**config.mk**
```make
export PLATFORM = sky130hd
export DESIGN_NAME = nec_ir_rx
export DESIGN_NICKNAME = d
export VERILOG_FILES = /design/src/rtl/nec_ir_pkg.sv /design/src/rtl/nec_pulse_meas.sv /design/src/rtl/nec_ir_rx.sv
export SDC_FILE = /design/constraint.sdc
export NUM_CORES = 1
export LEC_CHECK = 0
export CAP_MARGIN = 30
export CELL_PAD_IN_SITES_DETAIL_PLACEMENT = 0
export CELL_PAD_IN_SITES_GLOBAL_PLACEMENT = 2
export CORE_UTILIZATION = 37
export CTS_BUF_LIST = sky130_fd_sc_hd__clkbuf_8
export CTS_CLUSTER_DIAMETER = 40
export DETAILED_ROUTE_END_ITERATION = 16
export GPL_TIMING_DRIVEN = 1
export PLACE_DENSITY_LB_ADDON = 0.1
export SLEW_MARGIN = 20
export SYNTH_ARGS = -nofsm -noshare
export SYNTH_HDL_FRONTEND = slang
export SYNTH_SLANG_ARGS = --single-unit
```
**constraint.sdc**
```tcl
create_clock -name clk -period 2.5 [get_ports clk]
set_input_delay 0.5 -clock clk [delete_from_list [all_inputs] [get_ports clk]]
set_output_delay 0.5 -clock clk [all_outputs]
set_load 0.02 [all_outputs]
```
**src/rtl/nec_ir_pkg.sv**
```systemverilog
// Shared types, nominal NEC pulse widths and the microsecond-to-cycle conversion
// used by the NEC IR receiver.
`timescale 1ns/1ps
package nec_ir_pkg;

  typedef enum logic [2:0] {
    IDLE,
    LEAD_LO,
    LEAD_HI,
    BIT_LO,
    BIT_HI,
    REP_LO,
    CHECK
  } state_t;

  localparam int unsigned LEAD_US   = 9000;
  localparam int unsigned SPACE_US  = 4500;
  localparam int unsigned REP_US    = 2250;
  localparam int unsigned BURST_US  = 560;
  localparam int unsigned ONE_US    = 1690;
  localparam int unsigned SAT_US    = 15000;
  localparam int unsigned BIT_CNT_W = 6;

  // Nominal width scaled by pct/100, truncated to whole clock cycles.
  function automatic int unsigned us_to_cycles(input int unsigned freq,
                                               input int unsigned us,
                                               input int unsigned pct);
    logic [63:0] prod;
    prod = 64'(freq) * 64'(us) * 64'(pct);
    return 32'(prod / 64'd100_000_000);
  endfunction

endpackage

```
**src/rtl/nec_pulse_meas.sv**
```systemverilog
// Synchronises the IR pin, detects edges and measures how long the line held
// its previous level; the width counter restarts on every edge and saturates.
`timescale 1ns/1ps
module nec_pulse_meas #(
  parameter int SYNC_STAGES = 2,
  parameter int CNT_W       = 20
) (
  input  logic             clk,
  input  logic             rstn,
  input  logic             remote_in,
  output logic             rise,
  output logic             fall,
  output logic [CNT_W-1:0] width
);

  logic [SYNC_STAGES-1:0] sync;
  logic                   prev;
  logic                   level;

  assign level = sync[SYNC_STAGES-1];
  assign rise  = level & ~prev;
  assign fall  = ~level & prev;

  // Reset to the idle-high level so releasing reset never fakes an edge.
  always_ff @(posedge clk or negedge rstn) begin
    if (!rstn) begin
      sync  <= '1;
      prev  <= 1'b1;
      width <= '0;
    end else begin
      sync <= {sync[SYNC_STAGES-2:0], remote_in};
      prev <= level;
      if (rise || fall)
        width <= '0;
      else if (width != '1)
        width <= width + 1'b1;
    end
  end

endmodule

```
**src/rtl/nec_ir_rx.sv**
```systemverilog
// NEC IR receiver: classifies measured pulse widths into leader, repeat and
// data phases, assembles the 32-bit frame, validates it and tracks the repeat window.
`timescale 1ns/1ps
module nec_ir_rx
  import nec_ir_pkg::*;
#(
  parameter int unsigned CLK_FREQ_HZ    = 50_000_000,
  parameter int unsigned TOL_PCT        = 20,
  parameter bit          EXT_ADDR       = 1'b0,
  parameter bit          ADDR_FILTER_EN = 1'b0,
  parameter logic [15:0] ADDR_MATCH     = 16'h0000,
  parameter int unsigned REPEAT_WIN_MS  = 120,
  parameter int          SYNC_STAGES    = 2
) (
  input  logic        clk,
  input  logic        rstn,
  input  logic        remote_in,
  output logic        data_en,
  output logic        repeat_en,
  output logic        err,
  output logic        busy,
  output logic [15:0] addr,
  output logic [7:0]  data
);

  localparam int unsigned LO        = 100 - TOL_PCT;
  localparam int unsigned HI        = 100 + TOL_PCT;
  localparam int unsigned LEAD_MIN  = us_to_cycles(CLK_FREQ_HZ, LEAD_US, LO);
  localparam int unsigned LEAD_MAX  = us_to_cycles(CLK_FREQ_HZ, LEAD_US, HI);
  localparam int unsigned SPACE_MIN = us_to_cycles(CLK_FREQ_HZ, SPACE_US, LO);
  localparam int unsigned SPACE_MAX = us_to_cycles(CLK_FREQ_HZ, SPACE_US, HI);
  localparam int unsigned REP_MIN   = us_to_cycles(CLK_FREQ_HZ, REP_US, LO);
  localparam int unsigned REP_MAX   = us_to_cycles(CLK_FREQ_HZ, REP_US, HI);
  localparam int unsigned BURST_MIN = us_to_cycles(CLK_FREQ_HZ, BURST_US, LO);
  localparam int unsigned BURST_MAX = us_to_cycles(CLK_FREQ_HZ, BURST_US, HI);
  localparam int unsigned ONE_MIN   = us_to_cycles(CLK_FREQ_HZ, ONE_US, LO);
  localparam int unsigned ONE_MAX   = us_to_cycles(CLK_FREQ_HZ, ONE_US, HI);
  localparam int unsigned SAT_CYC   = us_to_cycles(CLK_FREQ_HZ, SAT_US, 100);
  localparam int unsigned REP_CYC   = us_to_cycles(CLK_FREQ_HZ, REPEAT_WIN_MS * 1000, 100);
  localparam int          CNT_W     = $clog2(SAT_CYC + 1);
  localparam int          REP_W     = $clog2(REP_CYC + 1);

  function automatic logic in_win(input logic [31:0] v, input int unsigned lo,
                                  input int unsigned hi);
    return (v >= lo) && (v <= hi);
  endfunction

  state_t               state, state_nxt;
  logic [BIT_CNT_W-1:0] bit_cnt, bit_cnt_nxt;
  logic [31:0]          shift, shift_nxt;
  logic                 data_en_nxt, repeat_en_nxt, err_nxt;
  logic                 rise, fall;
  logic [CNT_W-1:0]     width;
  logic [31:0]          w;
  logic [15:0]          addr_word;
  logic                 frame_ok;
  logic                 rep_open;
  logic [REP_W-1:0]     rep_cnt;

  nec_pulse_meas #(
    .SYNC_STAGES(SYNC_STAGES),
    .CNT_W      (CNT_W)
  ) u_meas (
    .clk      (clk),
    .rstn     (rstn),
    .remote_in(remote_in),
    .rise     (rise),
    .fall     (fall),
    .width    (width)
  );

  assign w         = 32'(width);
  assign addr_word = EXT_ADDR ? shift[15:0] : {8'h00, shift[7:0]};
  assign frame_ok  = (shift[23:16] == ~shift[31:24]) &&
                     (EXT_ADDR || (shift[7:0] == ~shift[15:8]));
  assign busy      = (state != IDLE) && (state != LEAD_LO);

  always_comb begin
    state_nxt     = state;
    bit_cnt_nxt   = bit_cnt;
    shift_nxt     = shift;
    data_en_nxt   = 1'b0;
    repeat_en_nxt = 1'b0;
    err_nxt       = 1'b0;
    case (state)
      IDLE: if (fall) state_nxt = LEAD_LO;
      LEAD_LO: begin
        if (rise)
          state_nxt = in_win(w, LEAD_MIN, LEAD_MAX) ? LEAD_HI : IDLE;
        else if (w > LEAD_MAX)
          state_nxt = IDLE;
      end
      LEAD_HI: begin
        if (fall && in_win(w, SPACE_MIN, SPACE_MAX)) begin
          state_nxt   = BIT_LO;
          bit_cnt_nxt = '0;
        end else if (fall && in_win(w, REP_MIN, REP_MAX)) begin
          state_nxt = REP_LO;
        end else if (fall || w > SPACE_MAX) begin
          state_nxt = IDLE;
          err_nxt   = 1'b1;
        end
      end
      BIT_LO: begin
        if (rise && in_win(w, BURST_MIN, BURST_MAX)) begin
          state_nxt = (bit_cnt == BIT_CNT_W'(32)) ? CHECK : BIT_HI;
        end else if (rise || w > BURST_MAX) begin
          state_nxt = IDLE;
          err_nxt   = 1'b1;
        end
      end
      BIT_HI: begin
        // Bits arrive LSB first, so shift in from the top.
        if (fall && (in_win(w, BURST_MIN, BURST_MAX) || in_win(w, ONE_MIN, ONE_MAX))) begin
          shift_nxt   = {in_win(w, ONE_MIN, ONE_MAX), shift[31:1]};
          bit_cnt_nxt = bit_cnt + 1'b1;
          state_nxt   = BIT_LO;
        end else if (fall || w > ONE_MAX) begin
          state_nxt = IDLE;
          err_nxt   = 1'b1;
        end
      end
      REP_LO: begin
        if (rise && in_win(w, BURST_MIN, BURST_MAX)) begin
          state_nxt     = IDLE;
          repeat_en_nxt = rep_open;
        end else if (rise || w > BURST_MAX) begin
          state_nxt = IDLE;
          err_nxt   = 1'b1;
        end
      end
      CHECK: begin
        state_nxt = IDLE;
        if (!frame_ok)
          err_nxt = 1'b1;
        else if (!ADDR_FILTER_EN || addr_word == ADDR_MATCH)
          data_en_nxt = 1'b1;
      end
      default: state_nxt = IDLE;
    endcase
  end

  always_ff @(posedge clk or negedge rstn) begin
    if (!rstn) begin
      state     <= IDLE;
      bit_cnt   <= '0;
      shift     <= '0;
      data_en   <= 1'b0;
      repeat_en <= 1'b0;
      err       <= 1'b0;
      addr      <= '0;
      data      <= '0;
    end else begin
      state     <= state_nxt;
      bit_cnt   <= bit_cnt_nxt;
      shift     <= shift_nxt;
      data_en   <= data_en_nxt;
      repeat_en <= repeat_en_nxt;
      err       <= err_nxt;
      if (data_en_nxt) begin
        addr <= addr_word;
        data <= shift[23:16];
      end
    end
  end

  // Repeat window reopens on every accepted frame or repeat and lapses on its own.
  always_ff @(posedge clk or negedge rstn) begin
    if (!rstn) begin
      rep_open <= 1'b0;
      rep_cnt  <= '0;
    end else if (data_en_nxt || repeat_en_nxt) begin
      rep_open <= 1'b1;
      rep_cnt  <= '0;
    end else if (rep_open) begin
      if (rep_cnt == REP_W'(REP_CYC - 1))
        rep_open <= 1'b0;
      else
        rep_cnt <= rep_cnt + 1'b1;
    end
  end

endmodule

```
Word level (Yosys, flattened, before mapping)
Index checks and enable logic that the tools add are counted.

Flip-flop bits (word level): 107. Bits of input ports: 3. Output and inout bits: 28. Logic and storage cells: 120.

Add/subtract/negate cells: 3. Order comparisons: 14. Equal/unequal tests: 19. Multiplexer cells: 38. Bitwise gates (word level): 6. Reductions and logical operators: 27.

Operators with widths (count): 2-to-1 mux 23 bit (3); >= comparator 20 x 17 -> 1 bit (second input constant) (2); 2-to-1 mux 20 bit (2); 2-to-1 mux 3 bit (11); adder 23 x 1 -> 23 bit (second input constant) (1); == test 23 bit (second input constant) (1); adder 20 x 1 -> 20 bit (second input constant) (1); >= comparator 20 x 15 -> 1 bit (second input constant) (1); >= comparator 20 x 18 -> 1 bit (second input constant) (1); >= comparator 20 x 19 -> 1 bit (second input constant) (1); greater-than comparator 20 x 16 -> 1 bit (second input constant) (1); greater-than comparator 20 x 17 -> 1 bit (second input constant) (1); greater-than comparator 20 x 19 -> 1 bit (second input constant) (1); greater-than comparator 20 bit (second input constant) (1); less-or-equal comparator 20 x 16 -> 1 bit (second input constant) (1); less-or-equal comparator 20 x 17 -> 1 bit (second input constant) (1); less-or-equal comparator 20 x 18 -> 1 bit (second input constant) (1); less-or-equal comparator 20 x 19 -> 1 bit (second input constant) (1); less-or-equal comparator 20 bit (second input constant) (1); != test 20 bit (second input constant) (1); case mux 3 bit (6 select lines) (1); == test 8 bit (2); inverter 8 bit (2); 2-to-1 mux 1 bit (15); other kinds (24) (53).

Longest topological paths before layout
Word-level depth: 8. Depth in mapped cells: 10. Gate-level depth less buffers: 8.

Cells and area by module
A second synthesis with hierarchy kept.

Cell total of the unflattened synthesis: 573. Area total of the unflattened synthesis: 5818.1 um^2.

By module, submodules not included: nec_ir_rx (times used 1, cells each 443, area an instance 4555.6 um^2, seq. area each 2102.0 um^2); nec_pulse_meas (times used 1, cells each 130, area an instance 1262.5 um^2, seq. area each 579.3 um^2).

Worst setup path before layout
No wires, ideal clock.

Path kind: reg-to-reg. From: register u_meas.width[8]. To: register shift[10]. Library setup time: 0.125 ns. Arrival: 2.417 ns. Required time: 2.375 ns. Setup slack: -0.042 ns. Cell stages (with the launch flop): 10. Path buffers: 3. Clock period less this slack: 2.542 ns. Path through: dfrtp_1 > buf_6 > or4_4 > o311ai_2 > a31oi_1 > a211o_1 > and2_4 > buf_6 > buf_6 > mux2_4.

Longest elaborated chain between the ends: 5. Elaborated cells on any way between the ends: 9. Classes of those cells: 4 x order compare; 5 x reduce/logical.

RTL lines: start: declaration (line nec_pulse_meas.sv:13) `output logic [CNT_W-1:0] width`; start signal: assignment (line nec_pulse_meas.sv:36) `width <= width + 1'b1;`; >= comparator 20 x 15 -> 1 bit, or another cell as far along (line nec_ir_rx.sv:45) `return (v >= lo) && (v <= hi);`; logical AND 1 bit (line nec_ir_rx.sv:45); logical OR 1 bit * (line nec_ir_rx.sv:114) `if (fall && (in_win(w, BURST_MIN, BURST_MAX) || in_win(w, ONE_MIN, ONE_MAX))) begin`; logical AND 1 bit * (line nec_ir_rx.sv:114); AND reduction 2 bit (no line) *; end signal: assignment (line nec_ir_rx.sv:156) `shift <= shift_nxt;`; end: declaration (line nec_ir_rx.sv:50) `logic [31:0] shift, shift_nxt;`.

Mark *: on every way between the ends. The rest lies on a longest branch, timed or not. A chain may end at the register's enable or synchronous reset.

Worst setup path in the final report
From: register u_meas.width[16]. To: register bit_cnt[3].

Longest elaborated chain between the ends: 6. Elaborated cells on any way between the ends: 15. Classes of those cells: 6 x order compare; 2 x eq/ne; 7 x reduce/logical.

RTL lines: >= comparator 20 x 15 -> 1 bit, or another cell as far along (line nec_ir_rx.sv:45); logical AND 1 bit (line nec_ir_rx.sv:45); logical OR 1 bit (line nec_ir_rx.sv:114); logical AND 1 bit (line nec_ir_rx.sv:114); != test 2 bit (no line); AND reduction 3 bit (no line) *; end signal: assignment (line nec_ir_rx.sv:155) `bit_cnt <= bit_cnt_nxt;`; end: declaration (line nec_ir_rx.sv:49) `logic [BIT_CNT_W-1:0] bit_cnt, bit_cnt_nxt;`.

Marked as above.

==> results_dict.tcl <==
set metrics [dict create \
    slew_violations 0 \
    synth.yosys.seq_area_share_pct 46.1 \
    design_area_mm2 0.00687 \
    post-synth-top-count-cell "sky130_fd_sc_hd__dfrtp_1" \
    post-route-drc-count 0 \
    number_of_buffers_created_by_cts 9 \
    clock_power_share_pct 34.2 \
    critical_path.max_stage_delay_ps 550 \
    stdcell_count 846 \
    synth_top_area_cell "sky130_fd_sc_hd__dfrtp_1" \
    final.period_utilization_pct 97.5 \
    crit_path_max_fanout 8 \
    dpl.hpwl_um 9760 \
    timing.rr.start "u_meas.width[16]$_DFFE_PN0P_" \
    initialDrtViolationCount 277 \
    yosysWarningCount 0 \
    crit_chain "or4_4, o21a_1, a311o_1, or4_4, buf_4, nand2b_1, mux2i_1" \
    timing.max_cap.violations 0 \
    netlist_area_mm2 0.00581 \
    wl_um 13700 \
    tightest_slew_ps 687 \
    cpMostUsedCell "sky130_fd_sc_hd__or4_4" \
    total_power_mw 2.93 \
    core_mm2 0.0153 \
    die_y_um 127 \
    ff2ff_setup_slack_ps 60 \
    kind_of_cell_adding_the_most_delay_to_the_critical_path "simple AND/OR/NAND/NOR gates" \
    post_synth_num_cell_types 66 \
    post-route-util_pct 45.0 \
    synthTopCellsByArea "sky130_fd_sc_hd__dfrtp_1 45%, sky130_fd_sc_hd__mux2_4 7.2%, sky130_fd_sc_hd__xor2_1 4.2%" \
    n_antenna_cell 0 \
    critPathArrivalTime_ps 2710 \
    netSwitchingFraction_pct 24.9 \
    required_ps 2770 \
    synthesis.area_per_instance_um2 10.2 \
    fillers 1466 \
    vdd.ir_drop.worst_mv 0.269 \
    max_clock_freq_mhz 410 \
    critical_path.reg2reg.endpoint "bit_cnt[3]$_DFFE_PN0P_" \
    floorplan.die_area_mm2 0.0162 \
    top_level_ports 31 \
    total_global_routing_track_utilization_pct 17.8 \
    synth_fa_ha_area_share_pct 1.51 \
    netlist.area_leader.share_pct 44.8 \
    grt_pass1_vias 4337 \
    synth-compound-area-share_pct 7.95 \
    cts_tree "done" \
    postPlaceCellArea_mm2 0.00658 \
    fin_nets 640 \
    grt_antenna_before_repair 0 \
    setup_viol_count_final 0 \
    critical_path.endpoint_type "register" \
    clk_latency_ps 380 \
    rows 45 \
    power.internal_mw 2.20 \
    grt_max_degree 42 \
    power_frac_comb_pct 6.0 \
    synthCells 568 \
    placement.io_buffers 22 \
    main_combinational_cell_family_by_area_after_synthesis "simple AND/OR/NAND/NOR gates" \
    period_minus_slack_ps 2440 \
    post_route_cells_drive_above_1_share_pct 22.0 \
    grt_first_pass_wirelength_um 22600 \
    crit_buf_inv 1 \
    synth_enable_flop_cells 0 \
    powerDensity_mw_per_mm2 427 \
    async_flop_share_pct 100 \
    vias 4410 \
    post_synth_xor_xnor_area_pct 7.69 \
    clk_root_buffer_cell "sky130_fd_sc_hd__clkbuf_8" \
    synth.cells.most_frequent "104 x sky130_fd_sc_hd__dfrtp_1, 58 x sky130_fd_sc_hd__nor2_1, 44 x sky130_fd_sc_hd__nand2_1, 29 x sky130_fd_sc_hd__nor3_1" \
    gp_congestion 0.820 \
    wl_per_cell_um 16.2 \
    dominantRegCellSynth "sky130_fd_sc_hd__dfrtp_1" \
    hold_fix_buffer_count_after_cts 0 \
    hold_path.class "in -> async" \
    crit_type "reg -> reg" \
    placed_cells 824 \
    cts-root-to-sink-buffers 2 \
    final-hold-violation-count 0 \
    worst_r2r_path_depth 7 \
    yosys-mux-area-fraction_pct 12.1 \
    worst_path_max_delay_cell "sky130_fd_sc_hd__or4_4" \
    worst_clock_skew_ps 9.85 \
    switching_power_mw 0.731 \
    area.growth.synth_to_final_pct 18.3 \
    post_drt_via_cell_ratio 5.21 \
    floorplan.die.width_um 127 \
    clkSlewWorstSetupHoldPaths_ps 100 \
    result_of_the_run "complete, no violations" \
    synthSimpleGateAreaFrac_pct 19.8 \
    ys_ff_latch 107 \
    power.static_leakage_nw 3.25 \
    start_util_pct 38.1 \
    clock_sinks 107 \
    slew-limit-headroom_pct 54.0 \
    setup_total_negative_slack_ps 0 \
    power.sequential.fraction_pct 59.8 \
    gr-total-overflow 0 \
    drtPass1Iterations 4 \
    cp-start-kind "register" \
    detail-route-antenna-nets 0 \
    ctsHtreeMaxLevel 3 \
]
==> power by group through the flow <==
stage / clock network, mW / logic, mW / registers, mW
detailed placement: 0 / 0.164 / 1.79
CTS: 1.06 / 0.165 / 1.76
finish: 1.00 / 0.176 / 1.76
floorplan: 0 / 0.0792 / 1.79
global placement: 0 / 0.165 / 1.79
global route: 1.13 / 0.199 / 1.76
==> repair_timing <==
action | CTS | global route
cloned | 0 | 2
pin swaps | 0 | 4
endpoints found under the setup margin | 6 | 52
buffers inserted | 0 | 4
resized for setup | 1 | 13
==> how the worst max path moves through the flow <==
stage	startpoint	slack, ps	cells after the start	endpoint
after global routing	u_meas.width[1]$_DFFE_PN0P_	-30	8	shift[2]$_DFFE_PN0P_
after detailed placement	u_meas.width[16]$_DFFE_PN0P_	-10	6	bit_cnt[1]$_DFFE_PN0P_
after global placement	u_meas.width[16]$_DFFE_PN0P_	50	7	bit_cnt[2]$_DFFE_PN0P_
after CTS	u_meas.width[16]$_DFFE_PN0P_	20	6	bit_cnt[1]$_DFFE_PN0P_
after floorplan	u_meas.width[5]$_DFFE_PN0P_	10	8	shift[10]$_DFFE_PN0P_
final	u_meas.width[16]$_DFFE_PN0P_	60	7	bit_cnt[3]$_DFFE_PN0P_
==> layout by cell type (no fill, tap or decap), types with 3 or more instances in the layout <==
cell                                n
sky130_fd_sc_hd__a211o_1            4
sky130_fd_sc_hd__a211oi_1           3
sky130_fd_sc_hd__a21oi_1           12
sky130_fd_sc_hd__a31oi_1            7
sky130_fd_sc_hd__and2_1             5
sky130_fd_sc_hd__and3_1             7
sky130_fd_sc_hd__and4_1             3
sky130_fd_sc_hd__buf_12             5
sky130_fd_sc_hd__buf_4             50
sky130_fd_sc_hd__buf_6              3
sky130_fd_sc_hd__clkbuf_8          10
sky130_fd_sc_hd__clkdlybuf4s50_1   21
sky130_fd_sc_hd__conb_1             8
sky130_fd_sc_hd__dfrtp_1          102
sky130_fd_sc_hd__dfstp_2            3
sky130_fd_sc_hd__ha_1               7
sky130_fd_sc_hd__inv_1             18
sky130_fd_sc_hd__mux2_1             3
sky130_fd_sc_hd__mux2_2            16
sky130_fd_sc_hd__mux2_4            28
sky130_fd_sc_hd__mux2i_1            7
sky130_fd_sc_hd__nand2_1           44
sky130_fd_sc_hd__nand2b_1           4
sky130_fd_sc_hd__nand3_1           22
sky130_fd_sc_hd__nand4_1           18
sky130_fd_sc_hd__nor2_1            58
sky130_fd_sc_hd__nor2b_1            4
sky130_fd_sc_hd__nor3_1            28
sky130_fd_sc_hd__nor4_1             7
sky130_fd_sc_hd__nor4b_1            3
sky130_fd_sc_hd__o2111ai_1          3
sky130_fd_sc_hd__o21ai_0           10
sky130_fd_sc_hd__o31ai_1            5
sky130_fd_sc_hd__or2_2              3
sky130_fd_sc_hd__or3_1              4
sky130_fd_sc_hd__or4_4              3
sky130_fd_sc_hd__xnor2_1           23
sky130_fd_sc_hd__xor2_1            28
==> worst reg2reg max path: cells and delay by family (launching register included) <==
family | cells | cell delay, ps
flip-flops | 1 | 390
buffers and inverters | 1 | 180
AND/OR/NAND/NOR | 3 | 1160
AO/OA/AOI/OAI | 2 | 540
multiplexers | 1 | 60
==> layout make-up <==
type                       instances  area [um2]  share of cell area [%]
timing repair buffer              80         744                    10.8
tap                              211         264                    3.84
sequential                       107        2680                    39.0
clock inverter                     6        38.8                   0.564
multi-input combinational        414        2940                    42.7
clock buffer                      10         138                    2.00
inverter                          18        67.6                   0.983
==> flip-flops by register name, indices dropped and copies added (netlist names) <==
signal and flops:
addr 8, data 8, err 1, state 3, u_meas.width 20, repeat_en 1
rep_open 1, u_meas.prev 1, shift 32, rep_cnt 23, bit_cnt 6, u_meas.sync 2
data_en 1
==> kinds of logic after synthesis <==
family / count (synthesis)
buffers and inverters: 55
other: 1
xor gates and xnor gates: 51
and+or+nand+nor: 227
AOI/OAI and AO/OA: 66
adders and majority gates: 7
muxes: 54
DFF: 107
==> metrics by stage <==
step | hold slack [ps] | worst slack, ps
floorplan | 204 | 13.3
global placement | 347 | 46.2
detailed placement | 347 | -10.6
CTS | 89.9 | 15.9
global route | 102 | -29.4
finish | 85.8 | 61.7
==> routing by layer <==
layer  global-route usage [%]  share of wire [%]  vias up
met4                     7.28                2.0        0
met2                     26.6                 45      109
met3                     3.64                4.6       27
met1                     25.2                 48     2170
met5                        0                  0        -
li1                         -                  -     2104
(Power assumes the default switching activity.)
